**src/rtl/msk_timing_pkg.sv**
```systemverilog
// Shared types and fixed-point helpers for the MSK symbol-timing NCO.
package msk_timing_pkg;

    typedef enum logic {
        UNLOCKED = 1'b0,
        LOCKED   = 1'b1
    } lock_state_t;

    localparam int unsigned CNT_W = 16;

    // n samples expressed in phase units (ONE = 2**frac_w)
    function automatic logic [63:0] samples(input int unsigned n, input int unsigned frac_w);
        return 64'(n) << frac_w;
    endfunction

    function automatic logic [63:0] one(input int unsigned frac_w);
        return samples(1, frac_w);
    endfunction

    function automatic logic [CNT_W-1:0] sat_add(
        input logic [CNT_W-1:0] a,
        input logic [CNT_W-1:0] b,
        input logic [CNT_W-1:0] lim
    );
        logic [CNT_W:0] s;
        s = {1'b0, a} + {1'b0, b};
        return (s > {1'b0, lim}) ? lim : s[CNT_W-1:0];
    endfunction

endpackage

```
**src/rtl/msk_lock_det.sv**
```systemverilog
// Timing-lock detector: counts consecutive small/large loop-filter outputs at symbol strobes.
module msk_lock_det
    import msk_timing_pkg::*;
#(
    parameter int unsigned CTRL_W     = 18,
    parameter int unsigned LOCK_THR   = 2048,
    parameter int unsigned LOCK_CNT   = 32,
    parameter int unsigned UNLOCK_CNT = 8
) (
    input  logic                     clk,
    input  logic                     reset_n,
    input  logic                     strobe,
    input  logic                     clear,
    input  logic signed [CTRL_W-1:0] ctrl,
    output logic                     locked
);

    localparam logic signed [CTRL_W-1:0] CTRL_MIN  = {1'b1, {(CTRL_W-1){1'b0}}};
    localparam logic [CTRL_W-1:0]        CTRL_MAXU = {1'b0, {(CTRL_W-1){1'b1}}};
    localparam logic [CTRL_W:0]          THR       = (CTRL_W+1)'(LOCK_THR);
    localparam logic [CNT_W-1:0]         GOOD_MAX  = CNT_W'(LOCK_CNT);
    localparam logic [CNT_W-1:0]         BAD_MAX   = CNT_W'(UNLOCK_CNT);
    localparam logic [CNT_W-1:0]         STEP      = CNT_W'(1);

    lock_state_t       state;
    logic [CNT_W-1:0]  good_cnt;
    logic [CNT_W-1:0]  bad_cnt;
    logic [CTRL_W-1:0] mag;
    logic              good_hit;

    // most-negative input has no positive counterpart; clamp its magnitude
    always_comb begin
        if (ctrl == CTRL_MIN)
            mag = CTRL_MAXU;
        else if (ctrl[CTRL_W-1])
            mag = unsigned'(-ctrl);
        else
            mag = unsigned'(ctrl);
    end

    assign good_hit = ({1'b0, mag} < THR);

    always_ff @(posedge clk or negedge reset_n) begin
        if (!reset_n) begin
            state    <= UNLOCKED;
            good_cnt <= '0;
            bad_cnt  <= '0;
            locked   <= 1'b0;
        end else if (clear) begin
            state    <= UNLOCKED;
            good_cnt <= '0;
            bad_cnt  <= '0;
            locked   <= 1'b0;
        end else if (strobe) begin
            if (good_hit) begin
                good_cnt <= sat_add(good_cnt, STEP, GOOD_MAX);
                bad_cnt  <= '0;
                if (state == UNLOCKED && sat_add(good_cnt, STEP, GOOD_MAX) >= GOOD_MAX) begin
                    state  <= LOCKED;
                    locked <= 1'b1;
                end
            end else begin
                bad_cnt  <= sat_add(bad_cnt, STEP, BAD_MAX);
                good_cnt <= '0;
                if (state == LOCKED && sat_add(bad_cnt, STEP, BAD_MAX) >= BAD_MAX) begin
                    state  <= UNLOCKED;
                    locked <= 1'b0;
                end
            end
        end
    end

endmodule

```
**src/rtl/msk_timing_nco.sv**
```systemverilog
// MSK symbol-timing NCO: modulo-OSF phase accumulator with symbol/mid-symbol strobes and lock flag.
module msk_timing_nco
    import msk_timing_pkg::*;
#(
    parameter int unsigned OSF        = 20,
    parameter int unsigned CTRL_W     = 18,
    parameter int unsigned INT_W      = 5,
    parameter int unsigned FRAC_W     = 27,
    parameter int unsigned CTRL_SHIFT = FRAC_W - CTRL_W,
    parameter int unsigned LOCK_THR   = 2048,
    parameter int unsigned LOCK_CNT   = 32,
    parameter int unsigned UNLOCK_CNT = 8
) (
    input  logic                      clk,
    input  logic                      reset_n,
    input  logic                      samp_en_i,
    input  logic                      ctrl_en_i,
    input  logic signed [CTRL_W-1:0]  ctrl_i,
    input  logic                      load_i,
    input  logic [INT_W+FRAC_W-1:0]   load_phase_i,
    output logic                      sym_valid_o,
    output logic                      mid_valid_o,
    output logic [INT_W-1:0]          phase_int_o,
    output logic [FRAC_W-1:0]         mu_o,
    output logic                      locked_o
);

    localparam int unsigned PW = INT_W + FRAC_W;
    localparam int unsigned SW = PW + 2;

    if ((2**INT_W) < OSF || (CTRL_SHIFT + CTRL_W) > (FRAC_W + 1)) begin : g_param_check
        $error("msk_timing_nco: illegal OSF/INT_W or CTRL_SHIFT/CTRL_W/FRAC_W combination");
    end

    localparam logic [63:0] ONE64  = one(FRAC_W);
    localparam logic [63:0] MOD64  = samples(OSF, FRAC_W);
    localparam logic [63:0] HALF64 = samples(OSF / 2, FRAC_W);

    localparam logic signed [SW-1:0] ONE_S   = signed'(ONE64[SW-1:0]);
    localparam logic signed [SW-1:0] INC_MIN = signed'(ONE64[SW:1]);
    localparam logic signed [SW-1:0] INC_MAX = ONE_S + INC_MIN;
    localparam logic [SW-1:0]        MODV    = MOD64[SW-1:0];
    localparam logic [SW-1:0]        HALF    = HALF64[SW-1:0];

    logic [PW-1:0]          phase;
    logic signed [SW-1:0]   ctrl_ext;
    logic signed [SW-1:0]   ctrl_term;
    logic signed [SW-1:0]   inc_raw;
    logic signed [SW-1:0]   inc;
    logic [SW-1:0]          phase_ext;
    logic [SW-1:0]          sum;
    logic                   wrap;
    logic                   mid_hit;

    always_comb begin
        ctrl_ext  = {{(SW-CTRL_W){ctrl_i[CTRL_W-1]}}, ctrl_i};
        ctrl_term = '0;
        if (ctrl_en_i)
            ctrl_term = ctrl_ext <<< CTRL_SHIFT;
        inc_raw = ONE_S + ctrl_term;
        // clamp to [0.5, 1.5] samples so a single sample never wraps twice
        if (inc_raw < INC_MIN)
            inc = INC_MIN;
        else if (inc_raw > INC_MAX)
            inc = INC_MAX;
        else
            inc = inc_raw;
        phase_ext = {2'b00, phase};
        sum       = phase_ext + unsigned'(inc);
        wrap      = (sum >= MODV);
        mid_hit   = !wrap && (phase_ext < HALF) && (sum >= HALF);
    end

    always_ff @(posedge clk or negedge reset_n) begin
        if (!reset_n) begin
            phase       <= '0;
            sym_valid_o <= 1'b0;
            mid_valid_o <= 1'b0;
        end else if (load_i) begin
            phase       <= PW'({2'b00, load_phase_i} % MODV);
            sym_valid_o <= 1'b0;
            mid_valid_o <= 1'b0;
        end else if (samp_en_i) begin
            phase       <= wrap ? PW'(sum - MODV) : PW'(sum);
            sym_valid_o <= wrap;
            mid_valid_o <= mid_hit;
        end else begin
            sym_valid_o <= 1'b0;
            mid_valid_o <= 1'b0;
        end
    end

    assign phase_int_o = phase[PW-1:FRAC_W];
    assign mu_o        = phase[FRAC_W-1:0];

    msk_lock_det #(
        .CTRL_W     (CTRL_W),
        .LOCK_THR   (LOCK_THR),
        .LOCK_CNT   (LOCK_CNT),
        .UNLOCK_CNT (UNLOCK_CNT)
    ) u_lock_det (
        .clk     (clk),
        .reset_n (reset_n),
        .strobe  (sym_valid_o),
        .clear   (load_i | ~ctrl_en_i),
        .ctrl    (ctrl_i),
        .locked  (locked_o)
    );

endmodule

```
**config.mk**
```make
export PLATFORM = sky130hd
export DESIGN_NAME = msk_timing_nco
export DESIGN_NICKNAME = d
export VERILOG_FILES = /design/src/rtl/msk_timing_pkg.sv /design/src/rtl/msk_lock_det.sv /design/src/rtl/msk_timing_nco.sv
export SDC_FILE = /design/constraint.sdc
export NUM_CORES = 1
export LEC_CHECK = 0
export ABC_AREA = 1
export ABC_CLOCK_PERIOD_IN_PS = 2300
export BUFFER_PORTS_ARGS = -buffer_cell sky130_fd_sc_hd__buf_4
export CORE_UTILIZATION = 57
export DETAILED_ROUTE_END_ITERATION = 8
export PLACE_DENSITY_LB_ADDON = 0.12
export SLEW_MARGIN = 20
export SYNTH_ARGS = -nofsm -noshare
export SYNTH_HDL_FRONTEND = slang
export SYNTH_SLANG_ARGS = --single-unit
```
**constraint.sdc**
```tcl
create_clock -name clk -period 2.3 [get_ports clk]
set_clock_uncertainty 0.05 [all_clocks]
set_input_delay 0.23 -clock clk [delete_from_list [all_inputs] [get_ports clk]]
set_output_delay 0.23 -clock clk [all_outputs]
set_load 0.01 [all_outputs]
```
==> impl_results.md, run 1 <==
- DR vias: 5220
- CP cell instances: ha_4, nand2_1, buf_4, nor2_4, nand2_2, nor2_1, nand2_2, nand3_2, nand2_1, nand2_2, nand2_1, nand2_1, nand3_1, nand2_1, a21oi_1
- Clk slew on worst S/H paths: 90 ps
- Status: finished, final reports clean
- Final layout net count: between 900 and 1000
- Design area: 0.006451 mm²
- Total CTS buffers: 9
- Yosys warns: 0
- Worst path max stage delay: approximately 420 ps
- Peak VDD IR: 0.0003408 V
- P_leak: 3.271 nW
- Worst-Margin Slew: 855.6 ps
- CTS sink cnt: 67
- Placed insts: approximately 940
- Synthesized net count: around 800
- Post-route ant nets: 0
- Final setup violation count: 0
- Fin. max-slew vios: 0
- # fillers: 614
- Commonest non-fill, non-tap cell in the layout: nand2_1
- Final min period: 2189 ps
- Yosys cell types: 40
- Die width: approximately 95 µm
- CP max stage cell: dfrtp_1
- Power share of the combinational group: 35.4%
- Setup crit start kind: register
- Number of global-route vias before repair: 4793
- First-pass detailed-route iteration total: 5
- Final non-filler cell total: 957
- Initial antenna violation count: 0
- CP Capture Type: register
- Worst hold path type: input pin to register
- H-tree depth: 3
- Final hold violations: 0
- Chip height: 95.17 µm
- Total gr overflow: 0
- Synth Register Bits: 67
- CTS tree: yes
- Sw Share: between 30 and 40%
- F_max: roughly 460 MHz
- Clock power share: 25.6%
- Clk Latency, worst-skew pair: between 300 and 400 ps
- Reg power frac: 39.1%
- Footprint of the multi-input gates: ~0.0031 mm²
- Tcrit/Tclk final: around 95%
- Initial DRC count: around 270
- Syn avg cell area: 6.824 µm²
- Most frequent cells in the layout: nand2_1 (217), buf_4 (124), inv_1 (112), dfrtp_1 (65), nor2_1 (64)
- Core Area: 0.008299 mm²
- PwrDens: 538.3 mW/mm²
- DR vias/cell: 5.455
- Post-Syn Area: 0.004947 mm²
- Clk buf depth: 2
- Gr usage total: approximately 30%
- Global-route wire length before repair: 20.91 mm
- Overall power: 3.473 mW
- Row count: 33
- Die area: 0.009056 mm²
- Routed wire length: 14.04 mm
- I/O Buffers: 89
- Largest net degree at the start of global routing: 68
- Antenna cell count: 0
- Most used cell, CP: nand2_1
- RSZ-0062 raised after global routing: true
- Critical Path Fanout Max: 4
- Syn Inst Count: 725
- Synth-to-layout area growth: 30.40%
- Fraction of layout instances using a drive strength above 1: 24.77%
- Rel. slew slack: 42.96%
- Drt drc: 0
- DR WL/cell: 14.67 µm
- Cell Area, Placed: 0.005924 mm²
- Max_cap viols: 0
- Initial core utilization: between 50% and 60%
- Critical Path RT: 2500 ps
- Num ports: 90
- DP HPWL: 10.06 mm
- Register area: 0.001679 mm²
- CP Class: register to register
- Routability cong.: 0.9694
- Sw Pwr: 1.247 mW
- Critical path data arrival time: between 2000 and 2500 ps
- CTS root buffer: clkbuf_8
- Int Pwr: 2.226 mW
- Register area share after synthesis: 33.89%
[final timing paths]
path,start,endpoint,slack [ps],depth (start not counted)
max,phase[27]$_DFFE_PN0N_,phase[31]$_DFFE_PN0N_,110,15
min,load_phase_i[8],phase[8]$_DFFE_PN0P_,20,3
max reg2reg,phase[27]$_DFFE_PN0N_,phase[31]$_DFFE_PN0N_,110,15
min reg2reg,phase[4]$_DFFE_PN0P_,phase[4]$_DFFE_PN0P_,430,2
max in group asynchronous,reset_n,phase[26]$_DFFE_PN0N_,1110,2
min in group asynchronous,reset_n,u_lock_det.good_cnt[3]$_DFFE_PN0P_,460,2
[layout make-up]
class                      instances  share of cell area [%]
multi-input combinational        530                   48.10
sequential                        67                   26.03
timing repair buffer             125                   14.58
inverter                         115                   6.691
tap                              105                   2.036
clock buffer                       9                   1.920
clock inverter                     6                  0.6400
[per-layer routing]
| layer | vias up | GRT usage (%) | routed length (µm) |
|---|---|---|---|
| li1 | 2550 | - | - |
| met1 | 2440 | 36.51 | 5741 |
| met2 | 178 | 50.95 | 6923 |
| met3 | 52 | 5.502 | 837 |
| met4 | 0 | 13.13 | 537 |
| met5 | - | 0 | 0 |
[metrics by stage]
stage / util (%) / setup TNS [ps] / setup slack, ps / hold slack, ps
2_1_floorplan: - / 0 / 3.599 / -115.6
3_3_place_gp: 71.39 / -408.4 / -127.9 / 337.6
3_5_place_dp: 71.39 / -714.1 / -190.5 / 342.0
4_1_cts: 73.72 / 0 / 22.18 / 19.13
5_1_grt: 77.73 / -138.9 / -77.48 / 17.39
6_report: 77.73 / 0 / 110.9 / 24.71
[power groups by stage]
stage	combinational (mW)	clock [mW]	sequential (mW)
2_1_floorplan	0.563	0	1.37
3_3_place_gp	1.04	0	1.35
3_5_place_dp	1.05	0	1.35
4_1_cts	1.07	0.898	1.33
5_1_grt	1.35	0.947	1.36
6_report	1.23	0.888	1.36
[synth_stat cells, drive strengths merged]
cell type  instances  share of area, %
o21ai             25               2.7
fa                 1              0.40
nand3             40               4.2
clkinv             2              0.15
o21bai             4              0.61
o211ai            12               1.8
o2111ai            1              0.18
a31o               1              0.18
a21oi             26               2.6
a31oi              2              0.25
ha                22               5.6
o221ai             2              0.35
nand4             16               2.3
a22oi              4              0.61
nor2              82               7.0
buf                3              0.25
nor3              12               1.3
xnor2              9               1.6
nor4               6              0.76
nor3b              1              0.25
o22ai              3              0.38
dfrtp             67                34
o31ai              2              0.30
clkbuf            10              0.76
inv              113               8.6
xor2              28               5.0
or2                1              0.13
a22o               1              0.18
and2               1              0.13
nand2            228                18
[registers in the layout, summed over array words and instances (netlist names)]
| signal | count |
|---|---|
| u_lock_det.good_cnt | 16 |
| mid_valid_o | 1 |
| sym_valid_o | 1 |
| u_lock_det.bad_cnt | 16 |
| u_lock_det.locked | 1 |
| phase | 32 |
[critical path, delay by kind of cell (launching register included)]
family | cells | cell delay, ps
AND/OR/NAND/NOR | 12 | 1080
flip-flops | 1 | 420
adder cells (fa/ha/maj) | 1 | 310
buffers and inverters | 1 | 160
AO/OA/AOI/OAI | 1 | 60
[cell families (layout without fill, tap and decap cells)]
family,count (synthesis),after routing,synth area share [%]
buffers and inverters,128,255,9.737
AO/OA/AOI/OAI,83,83,10.17
flip-flops,67,67,33.89
adder cells (fa/ha/maj),23,23,5.969
XOR/XNOR,37,37,6.551
AND/OR/NAND/NOR,387,387,33.69
[what timing repair did]
item | CTS | global route
pin swaps | 0 | 5
resized for setup | 2 | 47
endpoints found under the hold margin | 67 | 0
setup buffers | 1 | 4
hold buffers | 1 | 0
endpoints found under the setup margin | 2 | 17
(Power assumes the default switching activity.)
==> run 2: changes to the inputs <==
CORE_UTILIZATION = 30   (was 57)
==> impl_results.md, run 2 (synthesized netlist as in run 1, its figures left out) <==
- Rel. slew slack: between 60 and 70%
- CTS tree: yes
- Largest regs: phase (32), u_lock_det.bad_cnt (16), u_lock_det.good_cnt (16)
- DR WL/cell: approximately 14 µm
- Most frequent cells in the layout: nand2_1 (211), buf_4 (141), inv_1 (111), dfrtp_1 (67), nor2_1 (65)
- Largest net degree at the start of global routing: 39
- P_leak: 3.484 nW
- Drt drc: 0
- Clk slew on worst S/H paths: approximately 50 ps
- I/O Buffers: 89
- Clock power share: 33.7%
- Setup crit start kind: register
- Critical Path RT: 2460 ps
- RSZ-0062 raised after global routing: true
- Die area: about 0.017 mm²
- Clk buf depth: 2
- Routed wire length: 14.84 mm
- Placed insts: ~1100
- H-tree depth: 3
- Max FFs per register: 32
- Synth-to-layout area growth: 38.87%
- Largest register by flop count: phase
- Overall power: between 4 and 5 mW
- Global-route wire length before repair: 23.66 mm
- CP max stage cell: dfrtp_1
- Most used cell, CP: nand2_4
- Cell Area, Placed: 0.006261 mm²
- Sw Share: 32.28%
- Peak VDD IR: 0.0004069 V
- Failing checks: negative setup slack
- Initial DRC count: 164
- CP cell instances: ha_2, inv_2, fa_2, o21ai_4, nand2_2, nand2_4, nand2_4, nand3_2, nand2_2, nand2_4, a21oi_2, a31oi_1, o21ai_2
- Fin. max-slew vios: 0
- Final layout net count: 947
- Total gr overflow: 0
- Worst hold path type: input pin to register
- DP HPWL: 11.53 mm
- Routability cong.: 0.8290
- Row count: 46
- Antenna cell count: 0
- Critical Path Fanout Max: 4
- Int Pwr: 2.723 mW
- Initial antenna violation count: 0
- Final hold violations: 0
- Chip height: 130.4 µm
- Clk Latency, worst-skew pair: 340 ps
- CP Class: register to register
- Commonest non-fill, non-tap cell in the layout: nand2_1
- Critical path data arrival time: roughly 2500 ps
- Number of global-route vias before repair: 4901
- Sw Pwr: around 1.3 mW
- CP delay by family, top: adder cells
- Worst-Margin Slew: 565.9 ps
- DR vias: 4952
- Power share of the combinational group: 32.8%
- Max_cap viols: 0
- First-pass detailed-route iteration total: 4
- Status: finished, violations left
- Worst path max stage delay: 420 ps
- Post-route ant nets: 0
- Initial core utilization: 30.92%
- Final setup violation count: 3
- Die width: about 130 µm
- CTS root buffer: clkbuf_16
- PwrDens: roughly 600 mW/mm²
- Final non-filler cell total: between 1000 and 1500
- CP bufs+invs: 1
- Reg power frac: about a third
- CP Capture Type: register
- Total CTS buffers: 9
- Design area: roughly 0.0069 mm²
- F_max: between 400 and 500 MHz
- CTS sink cnt: 67
- Gr usage total: approximately 18%
- Fraction of layout instances using a drive strength above 1: 26.43%
- Core Area: 0.01600 mm²
- DR vias/cell: 4.543
- Final worst slack: -36.35 ps
- Final min period: around 2300 ps
- Tcrit/Tclk final: 101.6%
- Num ports: 90
-- run 2: what timing repair did --
action | in CTS | in global routing
endpoints found under the hold margin | 37 | 0
setup endpoints to repair | 3 | 11
pin swaps | 0 | 16
resized for setup | 2 | 54
hold buffers | 1 | 0
buffers inserted | 0 | 3
-- run 2: path summary, 6_finish.rpt --
| kind | depth (start not counted) | slack [ps] | startpoint | end |
|---|---|---|---|---|
| setup / recovery | 13 | -40 | phase[9]$_DFFE_PN0N_ | phase[30]$_DFFE_PN0N_ |
| hold / removal | 3 | 50 | load_phase_i[8] | phase[8]$_DFFE_PN0P_ |
| setup reg to reg | 13 | -40 | phase[9]$_DFFE_PN0N_ | phase[30]$_DFFE_PN0N_ |
| hold reg to reg | 2 | 420 | phase[1]$_DFFE_PN0P_ | phase[1]$_DFFE_PN0P_ |
| max in group asynchronous | 3 | 1240 | reset_n | sym_valid_o$_DFF_PN0_ |
| min in group asynchronous | 2 | 380 | reset_n | phase[14]$_DFFE_PN0N_ |
-- run 2: final cells by class --
cell class,count,area (µm²)
flip-flops and latches,67,1677
repair buffers,146,1131
inverters,115,431.7
clock inverters,3,21.27
multi-input cells,530,3069
well taps,216,270.3
clock buffers,13,270.3
fillers,1738,9130
-- run 2: power by group through the flow --
stage	Clock (mW)	Combinational [mW]	Sequential [mW]
finish	1.36	1.32	1.35
global route	1.44	1.46	1.36
CTS	1.40	1.19	1.33
detailed placement	0	1.17	1.35
global placement	0	1.17	1.36
floorplan	0	0.563	1.37
-- run 2: stage by stage --
step / setup WS (ps) / setup TNS (ps) / hold WS, ps / util [%]
floorplan: 3.599 / 0 / -115.6 / -
global placement: -187.5 / -731.3 / 217.5 / 39.13
detailed placement: -156.9 / -715.2 / 220.9 / 39.13
CTS: 9.951 / 0 / 35.11 / 41.09
global route: -133.5 / -511.5 / 40.20 / 42.94
finish: -36.35 / -53.90 / 51.13 / 42.94
-- run 2: routing by layer --
metal | wire [µm] | vias to the layer above | GRT usage, %
met1 | 6925 | 2273 | 23.28
met2 | 7181 | 77 | 30.48
li1 | - | 2587 | -
met4 | 219 | 0 | 4.801
met5 | 0 | - | 0
met3 | 511 | 15 | 3.868
-- run 2: worst reg2reg max path, delay by kind of cell, from the launching register on --
| family | cells | cell delay (ps) |
|---|---|---|
| and+or+nand+nor | 6 | 460 |
| buffers and inverters | 1 | 40 |
| adders and majority gates | 2 | 640 |
| DFF | 1 | 420 |
| AOI/OAI and AO/OA | 4 | 610 |
==> run 3: changes to the inputs <==
RECOVER_POWER = 100   (was unset)
==> impl_results.md, run 3 (synthesized netlist as in run 1, its figures left out) <==
- Global-route wire length before repair: 23.66 mm
- Sw Pwr: 1.294 mW
- I/O Buffers: 89
- F_max: 428.8 MHz
- Chip height: 130.4 µm
- Failing checks: negative setup slack
- Final worst slack: -31.91 ps
- Critical Path RT: ~2500 ps
- Core Area: 0.01600 mm²
- CTS sink cnt: 67
- P_leak: 3.366 nW
- Critical path data arrival time: 2490 ps
- Num ports: 90
- Clk buf depth: 2
- Largest net degree at the start of global routing: 39
- Largest register by flop count: phase
- Total gr overflow: 0
- Status: finished, violations left
- Worst r2r path cells: 13
- First-pass detailed-route iteration total: 6
- Row count: 46
- Final layout net count: 947
- Peak VDD IR: between 0.0004 and 0.0005 V
- Sw Share: 32.65%
- Routability cong.: 0.8290
- Footprint of the multi-input gates: 0.003069 mm²
- Gr usage total: 18.02%
- Reg2Reg Setup Slack: -30 ps
- Die width: 130.4 µm
- Worst Hold Depth: 3
- Most used cell, CP: nand2_4
- Worst path max stage delay: 420 ps
- Setup crit start kind: register
- H-tree depth: 3
- Fraction of layout instances using a drive strength above 1: between 20% and 30%
- Drt drc: 0
- Number of global-route vias before repair: 4901
- Post-route ant nets: 0
- RSZ-0062 raised after global routing: true
- Rel. slew slack: 29.62%
- CTS tree: yes
- CP cell instances: ha_2, inv_2, fa_2, o21ai_4, nand2_2, nand2_4, nand2_4, nand3_2, nand2_2, nand2_4, a21oi_2, a31oi_1, o21ai_2
- Fin. max-slew vios: 0
- Worst r2r dst: phase[30]$_DFFE_PN0N_
- # fillers: 1767
- Final setup violation count: 2
- Max FFs per register: 32
- HP Start: load_phase_i[4]
- DR vias/cell: about 4.5
- DR vias: 4956
- Clk Latency, worst-skew pair: 340 ps
- Largest regs: phase (32), u_lock_det.bad_cnt (16), u_lock_det.good_cnt (16)
- Hold path endpoint: phase[4]$_DFFE_PN0P_
- Initial antenna violation count: 0
- CP max stage cell: dfrtp_1
- Post-layout util: 42.15%
- Antenna cell count: 0
- Initial core utilization: between 30% and 40%
- Initial DRC count: about 170
- Int Pwr: between 2 and 3 mW
- PwrDens: 587.6 mW/mm²
- DR WL/cell: 13.60 µm
- Total CTS buffers: 9
- RR Startpoint: phase[9]$_DFFE_PN0N_
- Tcrit/Tclk final: 101.4%
- Power share of the combinational group: between 30% and 40%
- Final min period: between 2000 and 2500 ps
- Commonest non-fill, non-tap cell in the layout: nand2_1
- Reg power frac: 34.0%
- CP Capture Type: register
- Cell Area, Placed: 0.006261 mm²
- CTS root buffer: clkbuf_16
- Final hold violations: 0
- DP HPWL: 11.53 mm
- Routed wire length: 14.82 mm
- Worst slack, placed: -156.9 ps
- Clk slew on worst S/H paths: approximately 50 ps
- Worst hold path type: input pin to register
- Clock power share: 34.1%
- Crit path from: phase[9]$_DFFE_PN0N_
- CP Class: register to register
- Synth-to-layout area growth: 36.32%
- Max_cap viols: 0
- Critical Path Fanout Max: 4
- Most frequent cells in the layout: nand2_1 (211), inv_1 (111), buf_4 (107), dfrtp_1 (67), nor2_1 (65)
- Register area: 0.001677 mm²
- Design area: 0.006744 mm²
- Worst-Margin Slew: 1056 ps
- Die area: around 0.017 mm²
## run 3: cell count changes in the layout (fill, tap and decap cells not counted), sizes merged
| cell | delta |
|---|---|
| buf | -34 |
| clkbuf | +34 |
## run 3: per-stage QoR
stage,total power [mW],instances,TNS [ps],hold WS (ps)
after floorplan,1.938,725,0,-115.6
after global placement,2.528,1070,-731.3,217.5
after detailed placement,2.525,1070,-715.2,220.9
after CTS,3.918,1087,0,35.11
after global routing,4.200,1090,-509.5,40.20
final,3.963,1090,-40.68,50.69
## run 3: how the worst max path moves through the flow
stage                                  to  slack [ps]  cells after the start
floorplan           phase[31]$_DFFE_PN0N_           4                     17
global placement    phase[29]$_DFFE_PN0N_        -190                     14
detailed placement  phase[31]$_DFFE_PN0N_        -160                     18
CTS                 phase[31]$_DFFE_PN0N_          10                     15
global route        phase[31]$_DFFE_PN0N_        -130                     16
finish              phase[30]$_DFFE_PN0N_         -30                     13
## run 3: repair_timing
item | CTS | global route
cloned | 0 | 0
hold buffers | 1 | 0
pin swaps | 0 | 16
resized for setup | 2 | 54
setup endpoints to repair | 3 | 11
setup buffers | 0 | 3
endpoints found under the hold margin | 37 | 0
## run 3: worst max-delay path, delay by kind of cell, from the launching register on
family,cells,cell delay (ps)
buffers and inverters,1,40
AO/OA/AOI/OAI,4,610
flip-flops,1,420
adder cells (fa/ha/maj),2,630
AND/OR/NAND/NOR,6,450
## run 3: power groups by stage
stage | clock network [mW] | logic [mW] | registers (mW)
floorplan | 0 | 0.563 | 1.37
CTS | 1.40 | 1.19 | 1.33
finish | 1.35 | 1.26 | 1.35
detailed placement | 0 | 1.17 | 1.35
global placement | 0 | 1.17 | 1.36
global route | 1.44 | 1.41 | 1.36
## run 3: area by class of cell
class | count | share of cell area (%)
Clock buffer | 13 | 4.007
Tap cell | 216 | 4.007
Timing Repair Buffer | 146 | 14.90
Clock inverter | 3 | 0.3154
Sequential cell | 67 | 24.86
Inverter | 115 | 6.401
Multi-Input combinational cell | 530 | 45.51
## run 3: layer usage
layer	GRT usage [%]	wire (µm)
met5	0	0
met4	4.801	221
met3	3.868	471
met2	30.48	7160
met1	23.28	6968
